<file path="src/rtl/fifo_pkg.sv">
// Shared definitions for the 8-entry FIFO control core: geometry, status
// state encoding and the register-bank one-hot helper.
package fifo_pkg;

   localparam int unsigned AW    = 3;
   localparam int unsigned DEPTH = 8;

   localparam logic [AW:0] CNT_EMPTY = (AW+1)'(0);
   localparam logic [AW:0] CNT_ONE   = (AW+1)'(1);
   localparam logic [AW:0] CNT_FULL  = (AW+1)'(DEPTH);

   typedef enum logic [2:0] {
      IDLE     = 3'd0,
      WRITE    = 3'd1,
      READ     = 3'd2,
      RDWR     = 3'd3,
      WR_ERR   = 3'd4,
      RD_ERR   = 3'd5,
      RDWR_ERR = 3'd6
   } fifo_state_t;

   function automatic logic [DEPTH-1:0] onehot(input logic [AW-1:0] idx);
      logic [DEPTH-1:0] one_s;
      one_s  = {{(DEPTH-1){1'b0}}, 1'b1};
      onehot = one_s << idx;
   endfunction

endpackage

</file>
<file path="src/rtl/fifo_controller_if.sv">
// Request/status bundle between the FIFO top level and its control core.
interface fifo_controller_if;
   import fifo_pkg::*;

   logic             wr_en;
   logic             rd_en;
   logic [DEPTH-1:0] reg_we;
   logic [AW-1:0]    rd_addr;
   logic             dout_load;
   logic             full;
   logic             empty;
   logic [AW:0]      data_count;
   logic             wr_ack;
   logic             wr_err;
   logic             rd_ack;
   logic             rd_err;

   modport master (
      output wr_en, rd_en,
      input  reg_we, rd_addr, dout_load, full, empty, data_count,
      input  wr_ack, wr_err, rd_ack, rd_err
   );

   modport slave (
      input  wr_en, rd_en,
      output reg_we, rd_addr, dout_load, full, empty, data_count,
      output wr_ack, wr_err, rd_ack, rd_err
   );
endinterface

</file>
<file path="src/rtl/fifo_ns_logic.sv">
// Next-state logic of the FIFO control core: accept decisions, pointer and
// occupancy updates, and the status state for the following cycle.
module fifo_ns_logic
   import fifo_pkg::*;
(
   input  logic [AW-1:0] head,
   input  logic [AW-1:0] tail,
   input  logic [AW:0]   count,
   input  logic          full,
   input  logic          empty,
   input  logic          wr_en,
   input  logic          rd_en,
   output logic          wr_ok,
   output logic          rd_ok,
   output logic [AW-1:0] head_nxt,
   output logic [AW-1:0] tail_nxt,
   output logic [AW:0]   count_nxt,
   output fifo_state_t   state_nxt
);

   logic wr_rej_s;
   logic rd_rej_s;

   assign wr_ok    = wr_en & ~full;
   assign rd_ok    = rd_en & ~empty;
   assign wr_rej_s = wr_en & full;
   assign rd_rej_s = rd_en & empty;

   // Pointer and occupancy updates; pointers wrap naturally at AW bits.
   always_comb begin
      head_nxt  = head;
      tail_nxt  = tail;
      count_nxt = count;
      if (wr_ok) begin
         tail_nxt = tail + {{(AW-1){1'b0}}, 1'b1};
      end else begin
         tail_nxt = tail;
      end
      if (rd_ok) begin
         head_nxt = head + {{(AW-1){1'b0}}, 1'b1};
      end else begin
         head_nxt = head;
      end
      case ({wr_ok, rd_ok})
         2'b10:   count_nxt = count + CNT_ONE;
         2'b01:   count_nxt = count - CNT_ONE;
         default: count_nxt = count;
      endcase
   end

   // Status state: the tuple of what happened to this cycle's requests.
   always_comb begin
      state_nxt = IDLE;
      if (wr_ok && rd_ok) begin
         state_nxt = RDWR;
      end else if ((wr_ok && rd_rej_s) || (rd_ok && wr_rej_s)) begin
         state_nxt = RDWR_ERR;
      end else if (wr_ok) begin
         state_nxt = WRITE;
      end else if (rd_ok) begin
         state_nxt = READ;
      end else if (wr_rej_s) begin
         state_nxt = WR_ERR;
      end else if (rd_rej_s) begin
         state_nxt = RD_ERR;
      end else begin
         state_nxt = IDLE;
      end
   end

endmodule

</file>
<file path="src/rtl/fifo_controller.sv">
// Control core of the 8 x 32 FIFO: holds head/tail/count/status registers and
// decodes bank write enables, read-mux select and request status.
module fifo_controller
   import fifo_pkg::*;
(
   input  logic              clk,
   input  logic              reset,
   fifo_controller_if.slave  bus
);

   logic [AW-1:0] head_r;
   logic [AW-1:0] tail_r;
   logic [AW:0]   count_r;
   fifo_state_t   state_r;

   logic [AW-1:0] head_nxt_s;
   logic [AW-1:0] tail_nxt_s;
   logic [AW:0]   count_nxt_s;
   fifo_state_t   state_nxt_s;
   logic          wr_ok_s;
   logic          rd_ok_s;
   logic          full_s;
   logic          empty_s;

   assign full_s  = (count_r == CNT_FULL);
   assign empty_s = (count_r == CNT_EMPTY);

   fifo_ns_logic u_ns (
      .head      (head_r),
      .tail      (tail_r),
      .count     (count_r),
      .full      (full_s),
      .empty     (empty_s),
      .wr_en     (bus.wr_en),
      .rd_en     (bus.rd_en),
      .wr_ok     (wr_ok_s),
      .rd_ok     (rd_ok_s),
      .head_nxt  (head_nxt_s),
      .tail_nxt  (tail_nxt_s),
      .count_nxt (count_nxt_s),
      .state_nxt (state_nxt_s)
   );

   // Core state registers; reset wins over any request in the same cycle.
   always_ff @(posedge clk) begin
      if (reset) begin
         head_r  <= {AW{1'b0}};
         tail_r  <= {AW{1'b0}};
         count_r <= CNT_EMPTY;
         state_r <= IDLE;
      end else begin
         head_r  <= head_nxt_s;
         tail_r  <= tail_nxt_s;
         count_r <= count_nxt_s;
         state_r <= state_nxt_s;
      end
   end

   assign bus.rd_addr    = head_r;
   assign bus.dout_load  = rd_ok_s;
   assign bus.full       = full_s;
   assign bus.empty      = empty_s;
   assign bus.data_count = count_r;

   // Bank write enable for the slot at the tail.
   always_comb begin
      if (wr_ok_s) begin
         bus.reg_we = onehot(tail_r);
      end else begin
         bus.reg_we = {DEPTH{1'b0}};
      end
   end

   // Moore status decode. RDWR_ERR only follows a simultaneous request at an
   // extreme: a write into empty leaves exactly one entry, a read from full
   // leaves DEPTH-1, so the occupancy tells the two cases apart.
   always_comb begin
      bus.wr_ack = 1'b0;
      bus.wr_err = 1'b0;
      bus.rd_ack = 1'b0;
      bus.rd_err = 1'b0;
      case (state_r)
         IDLE:   bus.wr_ack = 1'b0;
         WRITE:  bus.wr_ack = 1'b1;
         READ:   bus.rd_ack = 1'b1;
         RDWR: begin
            bus.wr_ack = 1'b1;
            bus.rd_ack = 1'b1;
         end
         WR_ERR: bus.wr_err = 1'b1;
         RD_ERR: bus.rd_err = 1'b1;
         RDWR_ERR: begin
            if (count_r == CNT_ONE) begin
               bus.wr_ack = 1'b1;
               bus.rd_err = 1'b1;
            end else begin
               bus.rd_ack = 1'b1;
               bus.wr_err = 1'b1;
            end
         end
         default: bus.wr_ack = 1'b0;
      endcase
   end

endmodule
</file>
<file path="src/flat_wrapper.sv">
// flat-port wrapper written by rule: the top's interface ports become plain ports
module fifo_controller_flat import fifo_pkg::*;
  (clk, reset, bus_wr_en, bus_rd_en, bus_reg_we, bus_rd_addr, bus_dout_load, bus_full, bus_empty, bus_data_count, bus_wr_ack, bus_wr_err, bus_rd_ack, bus_rd_err);
  fifo_controller_if bus_i ();
  input  logic clk;
  input  logic reset;
  input wire logic [$bits(bus_i.wr_en)-1:0] bus_wr_en;
  input wire logic [$bits(bus_i.rd_en)-1:0] bus_rd_en;
  output wire logic [$bits(bus_i.reg_we)-1:0] bus_reg_we;
  output wire logic [$bits(bus_i.rd_addr)-1:0] bus_rd_addr;
  output wire logic [$bits(bus_i.dout_load)-1:0] bus_dout_load;
  output wire logic [$bits(bus_i.full)-1:0] bus_full;
  output wire logic [$bits(bus_i.empty)-1:0] bus_empty;
  output wire logic [$bits(bus_i.data_count)-1:0] bus_data_count;
  output wire logic [$bits(bus_i.wr_ack)-1:0] bus_wr_ack;
  output wire logic [$bits(bus_i.wr_err)-1:0] bus_wr_err;
  output wire logic [$bits(bus_i.rd_ack)-1:0] bus_rd_ack;
  output wire logic [$bits(bus_i.rd_err)-1:0] bus_rd_err;
  assign bus_i.wr_en = bus_wr_en;
  assign bus_i.rd_en = bus_rd_en;
  assign bus_reg_we = bus_i.reg_we;
  assign bus_rd_addr = bus_i.rd_addr;
  assign bus_dout_load = bus_i.dout_load;
  assign bus_full = bus_i.full;
  assign bus_empty = bus_i.empty;
  assign bus_data_count = bus_i.data_count;
  assign bus_wr_ack = bus_i.wr_ack;
  assign bus_wr_err = bus_i.wr_err;
  assign bus_rd_ack = bus_i.rd_ack;
  assign bus_rd_err = bus_i.rd_err;
  fifo_controller u_core (.clk(clk), .reset(reset), .bus(bus_i));
endmodule
</file>
<file path="config.mk">
export PLATFORM = sky130hd
export DESIGN_NAME = fifo_controller_flat
export DESIGN_NICKNAME = d
export VERILOG_FILES = /design/src/rtl/fifo_pkg.sv /design/src/rtl/fifo_controller_if.sv /design/src/rtl/fifo_ns_logic.sv /design/src/rtl/fifo_controller.sv /design/src/flat_wrapper.sv
export SDC_FILE = /design/constraint.sdc
export NUM_CORES = 1
export LEC_CHECK = 0
export ABC_AREA = 1
export CELL_PAD_IN_SITES_DETAIL_PLACEMENT = 0
export CELL_PAD_IN_SITES_GLOBAL_PLACEMENT = 1
export CORE_UTILIZATION = 29
export DETAILED_ROUTE_END_ITERATION = 12
export PLACE_DENSITY = 0.79
export SYNTH_ARGS = -nofsm -noshare
export SYNTH_HDL_FRONTEND = slang
export SYNTH_SLANG_ARGS = --single-unit
</file>
<file path="constraint.sdc">
create_clock -name clk -period 1.96 [get_ports clk]
set_input_delay 0.196 -clock clk [delete_from_list [all_inputs] [get_ports clk]]
set_output_delay 0.196 -clock clk [all_outputs]
set_load 0.03 [all_outputs]
</file>
; ---- After elaboration in Yosys (flattened, before gate mapping)
; Index checks and enable logic that the tools add are counted.
[totals]
regBits = 13
input_bits = 4
out_inout_bits = 22
elab_cells = 49
[classes]
addsub = 4
eq_ne = 10
shift = 1
muxes = 14
bitwise = 6
n_reduce_logical = 9
[op_table]
columns = op, n
row1 = 3-bit 2-to-1 mux, 5
row2 = 3-bit equality test (second input constant), 3
row3 = 8-bit 2-to-1 mux, 1
row4 = 1-bit case mux with 2 select lines, 4
row5 = 4-bit case mux with 2 select lines, 1
row6 = 1-bit by 3-bit << shifter with 8-bit output (first input constant), 1
row7 = 3-bit by 1-bit adder with 3-bit output (second input constant), 2
row8 = 3-bit by 2-bit equality test with 1-bit output (second input constant), 2
row9 = 2-bit OR reduction, 3
row10 = 4-bit by 1-bit adder with 4-bit output (second input constant), 1
row11 = 1-bit bitwise AND, 4
row12 = 4-bit by 1-bit equality test with 1-bit output (second input constant), 1
row13 = 4-bit equality test (second input constant), 1
row14 = 4-bit logical NOT, 1
row15 = 4-bit by 1-bit subtractor with 4-bit output (second input constant), 1
row16 = 3-bit by 1-bit equality test with 1-bit output (second input constant), 1
row17 = 1-bit logical AND, 3
row18 = 2-bit by 1-bit equality test with 1-bit output (second input constant), 1
row19 = 2-bit equality test (second input constant), 1
row20 = 1-bit 2-to-1 mux, 2
row21 = 2-bit 2-to-1 mux, 1
row22 = 1-bit inverter, 2
row23 = 2-bit nonzero test, 1
row24 = 1-bit logical OR, 1

; ---- Longest topological paths before layout
; Gate-level depths: netlist of run 1.
[logic_depth]
word_depth = 8
mapped_depth = 11

; ---- Modules after synthesis
; From an unflattened synthesis of run 1, not the netlist that was laid out.
[hier_totals]
cells_unflattened = 149
area_unflattened_um2 = 928.4
[by_module_without_submodules]
columns = mod, n_inst, cells_each, area_each_um2, seq_area_each_um2
row1 = fifo_controller, 1, 85, 543.0, 260.2
row2 = fifo_ns_logic, 1, 64, 385.4, 0.0

; ---- Worst setup path before layout of run 1
; No wires, ideal clock.
[synth_path]
kind = reg-to-reg
from = register u_core.count_r[0] (netlist: u_core.bus.data_count[0])
to = register u_core.count_r[3] (netlist: u_core.bus.data_count[3])
setup_ns = 0.115
arrival_time_ns = 2.005
t_required_ns = 1.845
setup_slack_ns = -0.160
stages_incl_launch_ff = 11
period_less_slack_ns = 2.120
path_cell_list = dfxtp_1 > inv_1 > ha_1 > nand2_1 > nand2_2 > inv_2 > ha_1 > nor2_1 > nand2_1 > a21oi_1 > nor2_1
[synth_via]
elab_chain_len = 5
[synth_rtl]
columns = element, line
row1 = start: declaration, fifo_controller.sv:13  ; logic [AW:0] count_r;
row2 = start signal: assignment, fifo_controller.sv:54  ; count_r <= count_nxt_s;
row3 = 4-bit logical NOT *, fifo_controller.sv:26  ; assign empty_s = (count_r == CNT_EMPTY);
row4 = 1-bit inverter *, fifo_ns_logic.sv:25  ; assign rd_ok = rd_en & ~empty;
row5 = 1-bit bitwise AND *, fifo_ns_logic.sv:25
row6 = via bus_dout_load, flat_wrapper.sv:11  ; output wire logic [$bits(bus_i.dout_load)-1:0] bus_dout_load;
row7 = 2-bit by 1-bit equality test with 1-bit output / 2-bit equality test (equally long branches), fifo_ns_logic.sv:44  ; case ({wr_ok, rd_ok})
row8 = 4-bit case mux with 2 select lines / 2-bit nonzero test (equally long branches), n/a
; Mark *: on every way through the listed nets, which the timed path passes. The rest lies on a longest branch.
; A chain may end at the register's enable or synchronous reset.

; ---- Worst setup path in the final report of run 1
[layout_path]
from = register u_core.count_r[1] (netlist: u_core.bus.data_count[1])
to = output bus_wr_err
[layout_via]
elab_chain_len = 3
[layout_rtl]
columns = element, line
row1 = 4-bit by 1-bit equality test with 1-bit output, fifo_controller.sv:93  ; if (count_r == CNT_ONE) begin
row2 = 1-bit 2-to-1 mux, fifo_controller.sv:93
row3 = 1-bit case mux with 2 select lines, fifo_controller.sv:82  ; case (state_r)
row4 = end: declaration, flat_wrapper.sv:16  ; output wire logic [$bits(bus_i.wr_err)-1:0] bus_wr_err;
; Every way passes these cells.

==> results.rst, run 1 <==
.. list-table::
   :header-rows: 1

   * - Metric
     - Value
   * - Area taken by flip-flops and latches
     - 265 µm²
   * - First-pass GRT wire length
     - 3260 µm
   * - Post-Route Hold Slack
     - 496 ps
   * - Cell leakage power
     - 0.623 nW
   * - Number of nets in the layout
     - 179
   * - Post-route ant nets
     - 0
   * - Portion of the clock cycle consumed by the worst path in the final layout
     - 0.944
   * - Sw frac
     - 0.480
   * - Power share of the sequential group
     - 0.294
   * - Die boundary width
     - 57.6 µm
   * - Internal Dissipation
     - 0.734 mW
   * - Crit path DAT
     - 1650 ps
   * - Core box area
     - 2850 µm²
   * - Most used cells in the layout excluding fill and tap cells
     - 26 x sky130_fd_sc_hd__nor2_1, 22 x sky130_fd_sc_hd__inv_1, 18 x sky130_fd_sc_hd__nand2_1, 11 x sky130_fd_sc_hd__ha_1, 11 x sky130_fd_sc_hd__dfxtp_1
   * - Max-cap viol count
     - 0
   * - Sum of internal, switching and leakage power
     - 1.41 mW
   * - Vias per cell
     - 4.57
   * - Register area share after synthesis
     - 0.290
   * - Most common cell after layout, fill and taps aside
     - sky130_fd_sc_hd__nor2_1
   * - Placed wire-length estimate
     - 1550 µm
   * - Clock network fraction of total power
     - 0.114
   * - Nets in the synthesized netlist
     - 148
   * - CTS tree
     - yes
   * - Clock transition at the registers of the reported paths
     - 80 ps
   * - Remaining design rule violation count
     - 2
   * - CTS Hold Buffers Added
     - 0
   * - CTS resizes
     - 13
   * - Total global-route track usage
     - 0.127
   * - # setup viols final
     - 0
   * - First DRT Iteration DRCs
     - 34
   * - Violations in the final reports
     - DRC
   * - P_sw
     - 0.678 mW
   * - Worst setup skew after layout
     - 3.05 ps
   * - Final hold violations
     - 0
   * - Unrepaired setup endpoints after global routing
     - false
   * - Worst min-delay path class
     - reg2reg
   * - Proportion of layout cells with a drive suffix above 1
     - 0.174
   * - Result of the run
     - finished with violations
   * - Worst Tran Pin Value
     - 319 ps
   * - Post-synthesis cell type count
     - 19
   * - Total inserted antenna cells
     - 0
   * - Vias after detailed routing
     - 878
   * - Vertical die dimension
     - 57.6 µm
   * - Fillers
     - 300
   * - Critical path class
     - reg2out
   * - Number of buffers added by the clock tree synthesis step
     - 3
   * - Worst IR drop on VDD
     - 349 µV
   * - Routed len/inst
     - 10.2 µm
   * - Required time at the endpoint of the critical path
     - 1760 ps
   * - Rel. slew slack
     - 0.786
   * - Maximum fanout along the worst path
     - 4
   * - Final critical delay including setup and external delays
     - 1850 ps
   * - Maximum number of pins on one net before global-route repair
     - 9
   * - Average size of a mapped cell
     - 6.85 µm²
   * - Wire length after detailed routing
     - 1950 µm
   * - Clock network latency to the later pin of the worst-skew pair
     - 270 ps
   * - Kind of end point of the critical path
     - output port
   * - Highest achievable clock rate
     - 540 MHz
   * - Area of the mapped netlist
     - 897 µm²
   * - Number of global-route vias before repair
     - 782
   * - Setup fix buffers added after clock tree synthesis
     - 0
   * - FP Rows
     - 19
   * - Post-synth top area share
     - 0.290
   * - Clock H-tree levels
     - 1
   * - Maximum clock path buffer count
     - 2
   * - Relative area change from synthesis to final layout
     - 35.3%
   * - Leading area contributor after synthesis
     - sky130_fd_sc_hd__dfxtp_1
   * - Number of antenna violations at the first check in global routing
     - 0
   * - Root Buffer Master
     - sky130_fd_sc_hd__clkbuf_4
   * - Total of flip-flops plus latches after synthesis
     - 13
   * - RD Place Congestion
     - 0.741
   * - Grt ovf
     - 0
   * - Placement-stage worst setup slack
     - 10.8 ps
   * - Floorplan die area
     - 3320 µm²
   * - Multi-input gate area in the final layout
     - 557 µm²
   * - Final WS setup
     - 109 ps
   * - Number of cells produced by synthesis
     - 131
   * - Combinational share of power
     - 0.592
   * - Final max-slew violation count
     - 0
   * - Pwr per Cell Area
     - 1160 nW/µm²
   * - Top cells by area, synth
     - sky130_fd_sc_hd__dfxtp_1 29%, sky130_fd_sc_hd__ha_1 18%, sky130_fd_sc_hd__nor2_1 11%
   * - Count of synthesis-stage warnings from yosys
     - 0
   * - Quantity of I/O buffers inserted on ports
     - 25
   * - Effective utilization at floorplan
     - 0.314
   * - Kind of launch point of the worst setup path
     - flip-flop
   * - Sinks on Clock Net
     - 13
   * - First drt pass iteration count
     - 8
   * - I/O pin cnt
     - 26
## cell families after synthesis
family | after synthesis | share of synthesized area
flops | 13 | 0.290
compound gates | 13 | 0.0795
xor+xnor | 2 | 0.0195
buf+inv | 26 | 0.117
simple gates | 64 | 0.312
fa+ha+maj | 13 | 0.181
## worst max-delay path: stages (launching register included)
cell and delay [ps]:
sky130_fd_sc_hd__dfxtp_2 330, sky130_fd_sc_hd__inv_1 90, sky130_fd_sc_hd__ha_1 190, sky130_fd_sc_hd__nor3b_2 160, sky130_fd_sc_hd__nor2_1 140, sky130_fd_sc_hd__nor2_1 60, sky130_fd_sc_hd__inv_1 50, sky130_fd_sc_hd__dlygate4sd2_1 380
## state kept, by name, summed over array words and instances (netlist names)
| register | cells |
|---|---|
| u_core.bus.data_count | 4 |
| u_core.bus.rd_addr | 3 |
| u_core.state_r | 3 |
| u_core.tail_r | 3 |
## synthesized netlist by cell type
cell,count
sky130_fd_sc_hd__buf_6,1
sky130_fd_sc_hd__nand2_2,2
sky130_fd_sc_hd__nor2_1,26
sky130_fd_sc_hd__o21ai_0,5
sky130_fd_sc_hd__o211ai_1,1
sky130_fd_sc_hd__nand4_1,3
sky130_fd_sc_hd__inv_2,2
sky130_fd_sc_hd__a21oi_1,6
sky130_fd_sc_hd__ha_1,13
sky130_fd_sc_hd__nor3b_1,1
sky130_fd_sc_hd__nand3_1,4
sky130_fd_sc_hd__nand3_2,1
sky130_fd_sc_hd__nand2_1,18
sky130_fd_sc_hd__dfxtp_1,13
sky130_fd_sc_hd__xor2_1,2
sky130_fd_sc_hd__inv_1,23
sky130_fd_sc_hd__nor3_1,8
sky130_fd_sc_hd__nor2_2,1
sky130_fd_sc_hd__o21ai_2,1
## worst paths after layout
path                                                       startpoint                                     to  slack, ps  cells after the start
worst min-delay path               u_core.bus.rd_addr[2]$_SDFFE_PP0N_     u_core.bus.rd_addr[2]$_SDFFE_PP0N_        500                      2
worst min register to register     u_core.bus.rd_addr[2]$_SDFFE_PP0N_     u_core.bus.rd_addr[2]$_SDFFE_PP0N_        500                      2
worst max-delay path            u_core.bus.data_count[1]$_SDFFE_PP0P_                             bus_wr_err        110                      7
worst max register to register  u_core.bus.data_count[0]$_SDFFE_PP0P_  u_core.bus.data_count[3]$_SDFFE_PP0P_        190                     10
## final cells by class
class                      instances  area share
multi-input combinational         92       0.459
sequential                        13       0.219
timing repair buffer              27       0.190
inverter                          25      0.0794
tap                               31      0.0320
clock buffer                       4      0.0216
## layer usage
metal,global-route usage,wire length [µm],vias to the layer above
li1,-,-,469
met4,0.0523,29,0
met1,0.158,921,389
met2,0.208,943,18
met5,0,0,-
met3,0.0335,56,2
## through the flow
step | utilization | cells | instance area (µm²) | TNS [ps]
final | 0.425 | 192 | 1210 | 0
after CTS | 0.420 | 192 | 1200 | -11.4
after global placement | 0.414 | 188 | 1180 | -7.03
after floorplan | - | 131 | 902 | 0
after detailed placement | 0.414 | 188 | 1180 | 0
after global routing | 0.425 | 192 | 1210 | 0
## power by group through the flow
stage / clock network (mW) / registers [mW] / logic, mW
floorplan: 0 / 0.486 / 0.477
global placement: 0 / 0.412 / 0.833
detailed placement: 0 / 0.416 / 0.834
CTS: 0.171 / 0.410 / 0.806
global route: 0.176 / 0.428 / 0.934
finish: 0.160 / 0.415 / 0.836
No activity file was read; power rests on OpenSTA's default activity.
==> inputs of run 2 (changes only) <==
--- a/config.mk
+++ b/config.mk
@@ -6,6 +6,7 @@
 export NUM_CORES = 1
 export LEC_CHECK = 0
 export ABC_AREA = 1
+export CAP_MARGIN = 20
 export CELL_PAD_IN_SITES_DETAIL_PLACEMENT = 0
 export CELL_PAD_IN_SITES_GLOBAL_PLACEMENT = 1
 export CORE_UTILIZATION = 29
==> results of run 2 <==
Final layout, timing and power as in run 1 (identical DEF).
==> inputs of run 3 (changes only) <==
--- a/config.mk
+++ b/config.mk
@@ -12,6 +12,7 @@
 export CORE_UTILIZATION = 29
 export DETAILED_ROUTE_END_ITERATION = 12
 export PLACE_DENSITY = 0.79
+export SLEW_MARGIN = 10
 export SYNTH_ARGS = -nofsm -noshare
 export SYNTH_HDL_FRONTEND = slang
 export SYNTH_SLANG_ARGS = --single-unit
==> constraint.sdc (replaced) <==
create_clock -name clk -period 1.7 [get_ports clk]
set_input_delay 0.17 -clock clk [delete_from_list [all_inputs] [get_ports clk]]
set_output_delay 0.17 -clock clk [all_outputs]
set_load 0.03 [all_outputs]
==> run 3 against run 2 <==
  * Via count up 14%
  * Critical path depth unchanged
  * The flow still finishes with violations (DRC)
  * Die area unchanged
  * Final cell count up 9.9%
  * Clock skew down 1.8 ps
  * Cell area up 26%
  * Hold slack better by 0.58 ps
==> results.rst, run 3 (same netlist as run 1, synthesis figures left out) <==
.. list-table::
   :header-rows: 1

   * - Metric
     - Value
   * - First-pass GRT wire length
     - 3750 µm (+15%)
   * - Worst reg-to-reg path cell count
     - 11 (+1)
   * - Vertical die dimension
     - 57.6 µm (unchanged)
   * - Placed wire-length estimate
     - 1700 µm (+9.6%)
   * - Highest cell delay on the worst timing path
     - 350 ps (-30 ps)
   * - Worst Tran Pin Value
     - 323 ps (+3.12 ps)
   * - Maximum clock path buffer count
     - 2 (unchanged)
   * - CP max stage cell
     - sky130_fd_sc_hd__dfxtp_4
   * - Total inserted antenna cells
     - 0 (unchanged)
   * - Worst min-delay path class
     - reg2reg
   * - Core box area
     - 2850 µm² (unchanged)
   * - I/O pin cnt
     - 26 (unchanged)
   * - Quantity of I/O buffers inserted on ports
     - 25 (unchanged)
   * - RD Place Congestion
     - 0.833 (+12%)
   * - Crit path DAT
     - 1480 ps (-170 ps)
   * - Die boundary width
     - 57.6 µm (unchanged)
   * - Relative area change from synthesis to final layout
     - 70.0%
   * - Result of the run
     - finished with violations
   * - CTS tree
     - yes
   * - Kind of end point of the critical path
     - output port
   * - Final hold violations
     - 0 (unchanged)
   * - Final critical delay including setup and external delays
     - 1650 ps
   * - Worst path buffer plus inverter count
     - 3 (unchanged)
   * - Sum of internal, switching and leakage power
     - 1.94 mW (+37%)
   * - Routed len/inst
     - 11.7 µm (+15%)
   * - Critical path's top delay family
     - buffers and inverters
   * - Summed area of non-filler cells in the final layout
     - 1530 µm² (+26%)
   * - Most used cells in the layout excluding fill and tap cells
     - 27 x sky130_fd_sc_hd__buf_4, 23 x sky130_fd_sc_hd__nor2_1, 20 x sky130_fd_sc_hd__inv_1, 18 x sky130_fd_sc_hd__nand2_1
   * - FP Rows
     - 19 (unchanged)
   * - Final Non-Filler Cells
     - 211 (+9.9%)
   * - Unrepaired setup endpoints after global routing
     - true
   * - Rel. slew slack
     - 0.785 (-0.00165)
   * - Grt ovf
     - 0 (unchanged)
   * - Critical path class
     - reg2out
   * - Post-Route Hold Slack
     - 497 ps (+0.582 ps)
   * - Total global-route track usage
     - 0.145 (+0.0184)
   * - Cell Chain, Critical Path
     - buf_4 -> ha_4 -> nor3b_4 -> nor2_1 -> a21oi_1 -> inv_1 -> buf_2
   * - Worst IR drop on VDD
     - 713 µV (+100%)
   * - # setup viols final
     - 0 (unchanged)
   * - Number of antenna violations at the first check in global routing
     - 0 (unchanged)
   * - Number of buffers added by the clock tree synthesis step
     - 3 (unchanged)
   * - Root Buffer Master
     - sky130_fd_sc_hd__clkbuf_4
   * - Wire length after detailed routing
     - 2470 µm (+26%)
   * - WP depth
     - 7 (unchanged)
   * - Cell leakage power
     - 0.746 nW (+20%)
   * - Sum of negative setup slack
     - 0 ps (unchanged)
   * - Number of nets in the layout
     - 198 (+11%)
   * - Portion of the clock cycle consumed by the worst path in the final layout
     - 0.970
   * - Worst setup skew after layout
     - 1.26 ps (-1.79 ps)
   * - First drt pass iteration count
     - 8 (unchanged)
   * - DP Cell Count
     - 203 (+8.0%)
   * - Clock transition at the registers of the reported paths
     - 80 ps (about the same)
   * - Vias after detailed routing
     - 997 (+14%)
   * - Sinks on Clock Net
     - 13 (unchanged)
   * - Number of global-route vias before repair
     - 919 (+18%)
   * - Max FFs per register
     - 4 (unchanged)
   * - Highest achievable clock rate
     - 606 MHz
   * - CTS Hold Buffers Added
     - 0 (unchanged)
   * - Hold path cells
     - 2 (unchanged)
   * - Most common cell after layout, fill and taps aside
     - sky130_fd_sc_hd__buf_4
   * - Post-route ant nets
     - 0 (unchanged)
   * - Effective utilization at floorplan
     - 0.314 (unchanged)
   * - Proportion of layout cells with a drive suffix above 1
     - 0.372 (+0.198)
   * - Final max-slew violation count
     - 0 (unchanged)
   * - Floorplan die area
     - 3320 µm² (unchanged)
   * - Max-cap viol count
     - 0 (unchanged)
   * - Clock H-tree levels
     - 1 (unchanged)
   * - Clock network latency to the later pin of the worst-skew pair
     - 280 ps (about the same)
   * - Cell area after placement
     - 1280 µm² (+8.7%)
   * - First DRT Iteration DRCs
     - 43 (+26%)
   * - Maximum fanout along the worst path
     - 3 (-1)
   * - Vias per cell
     - 4.73 (+3.3%)
   * - Required time at the endpoint of the critical path
     - 1530 ps (-230 ps)
   * - Maximum number of pins on one net before global-route repair
     - 13 (+4)
   * - Pwr per Cell Area
     - 1270 nW/µm² (+9.3%)
   * - Kind of launch point of the worst setup path
     - flip-flop
   * - Violations in the final reports
     - DRC
   * - Remaining design rule violation count
     - 3 (+1)
==> run 3: cell types whose count changed in the layout (fill, tap and decap cells not counted), moves of 5 or more <==
cell / before / now
sky130_fd_sc_hd__buf_4: 8 / 27
sky130_fd_sc_hd__nor3_1: 8 / 2
sky130_fd_sc_hd__buf_6: 0 / 5
sky130_fd_sc_hd__nor3_4: 0 / 5
==> run 3: stage by stage <==
stage	setup WS (ps)	utilization
6_report	50.8	0.535
4_1_cts	-1.90	0.484
3_3_place_gp	-59.0	0.450
3_5_place_dp	-137	0.450
2_1_floorplan	-116	-
5_1_grt	-19.0	0.535
==> run 3: tightest hold or removal path: stages (launching register included) <==
cell and delay [ps]:
sky130_fd_sc_hd__dfxtp_1 330, sky130_fd_sc_hd__nand2_1 70, sky130_fd_sc_hd__a21oi_1 50
==> run 3: per-layer routing <==
metal	GRT usage	share of wire
met3	0.0513	0.059
met5	0	0
met2	0.261	0.50
met4	0.0244	0.0032
met1	0.168	0.44
==> run 3: layout make-up <==
type                    instances  area [µm²]
clock buffers                   4        26.3
fillers                       264        1330
inverters                      25         103
multi-input cells              92         669
flip-flops and latches         13         272
well taps                      31        38.8
repair buffers                 46         417
==> run 3: worst paths after layout <==
path	start	endpoint	slack, ps
worst max register to register	u_core.bus.data_count[1]$_SDFFE_PP0P_	u_core.bus.data_count[2]$_SDFFE_PP0P_	70
worst min register to register	u_core.bus.rd_addr[2]$_SDFFE_PP0N_	u_core.bus.rd_addr[2]$_SDFFE_PP0N_	500
worst min-delay path	u_core.bus.rd_addr[2]$_SDFFE_PP0N_	u_core.bus.rd_addr[2]$_SDFFE_PP0N_	500
worst max-delay path	u_core.bus.data_count[0]$_SDFFE_PP0P_	bus_rd_ack	50
==> run 3: power by group <==
part | switching [mW] | internal, mW
sequential | 0.0918 | 0.393
combinational | 0.705 | 0.552
clock | 0.105 | 0.0912
total | 0.903 | 1.04
==> run 3: what timing repair did <==
| item | CTS | global route |
|---|---|---|
| buffers inserted | 0 | 5 |
| setup endpoints to repair | 14 | 17 |
| gates resized for setup | 23 | 24 |
| pin swaps | 0 | 3 |
| cloned | 0 | 1 |
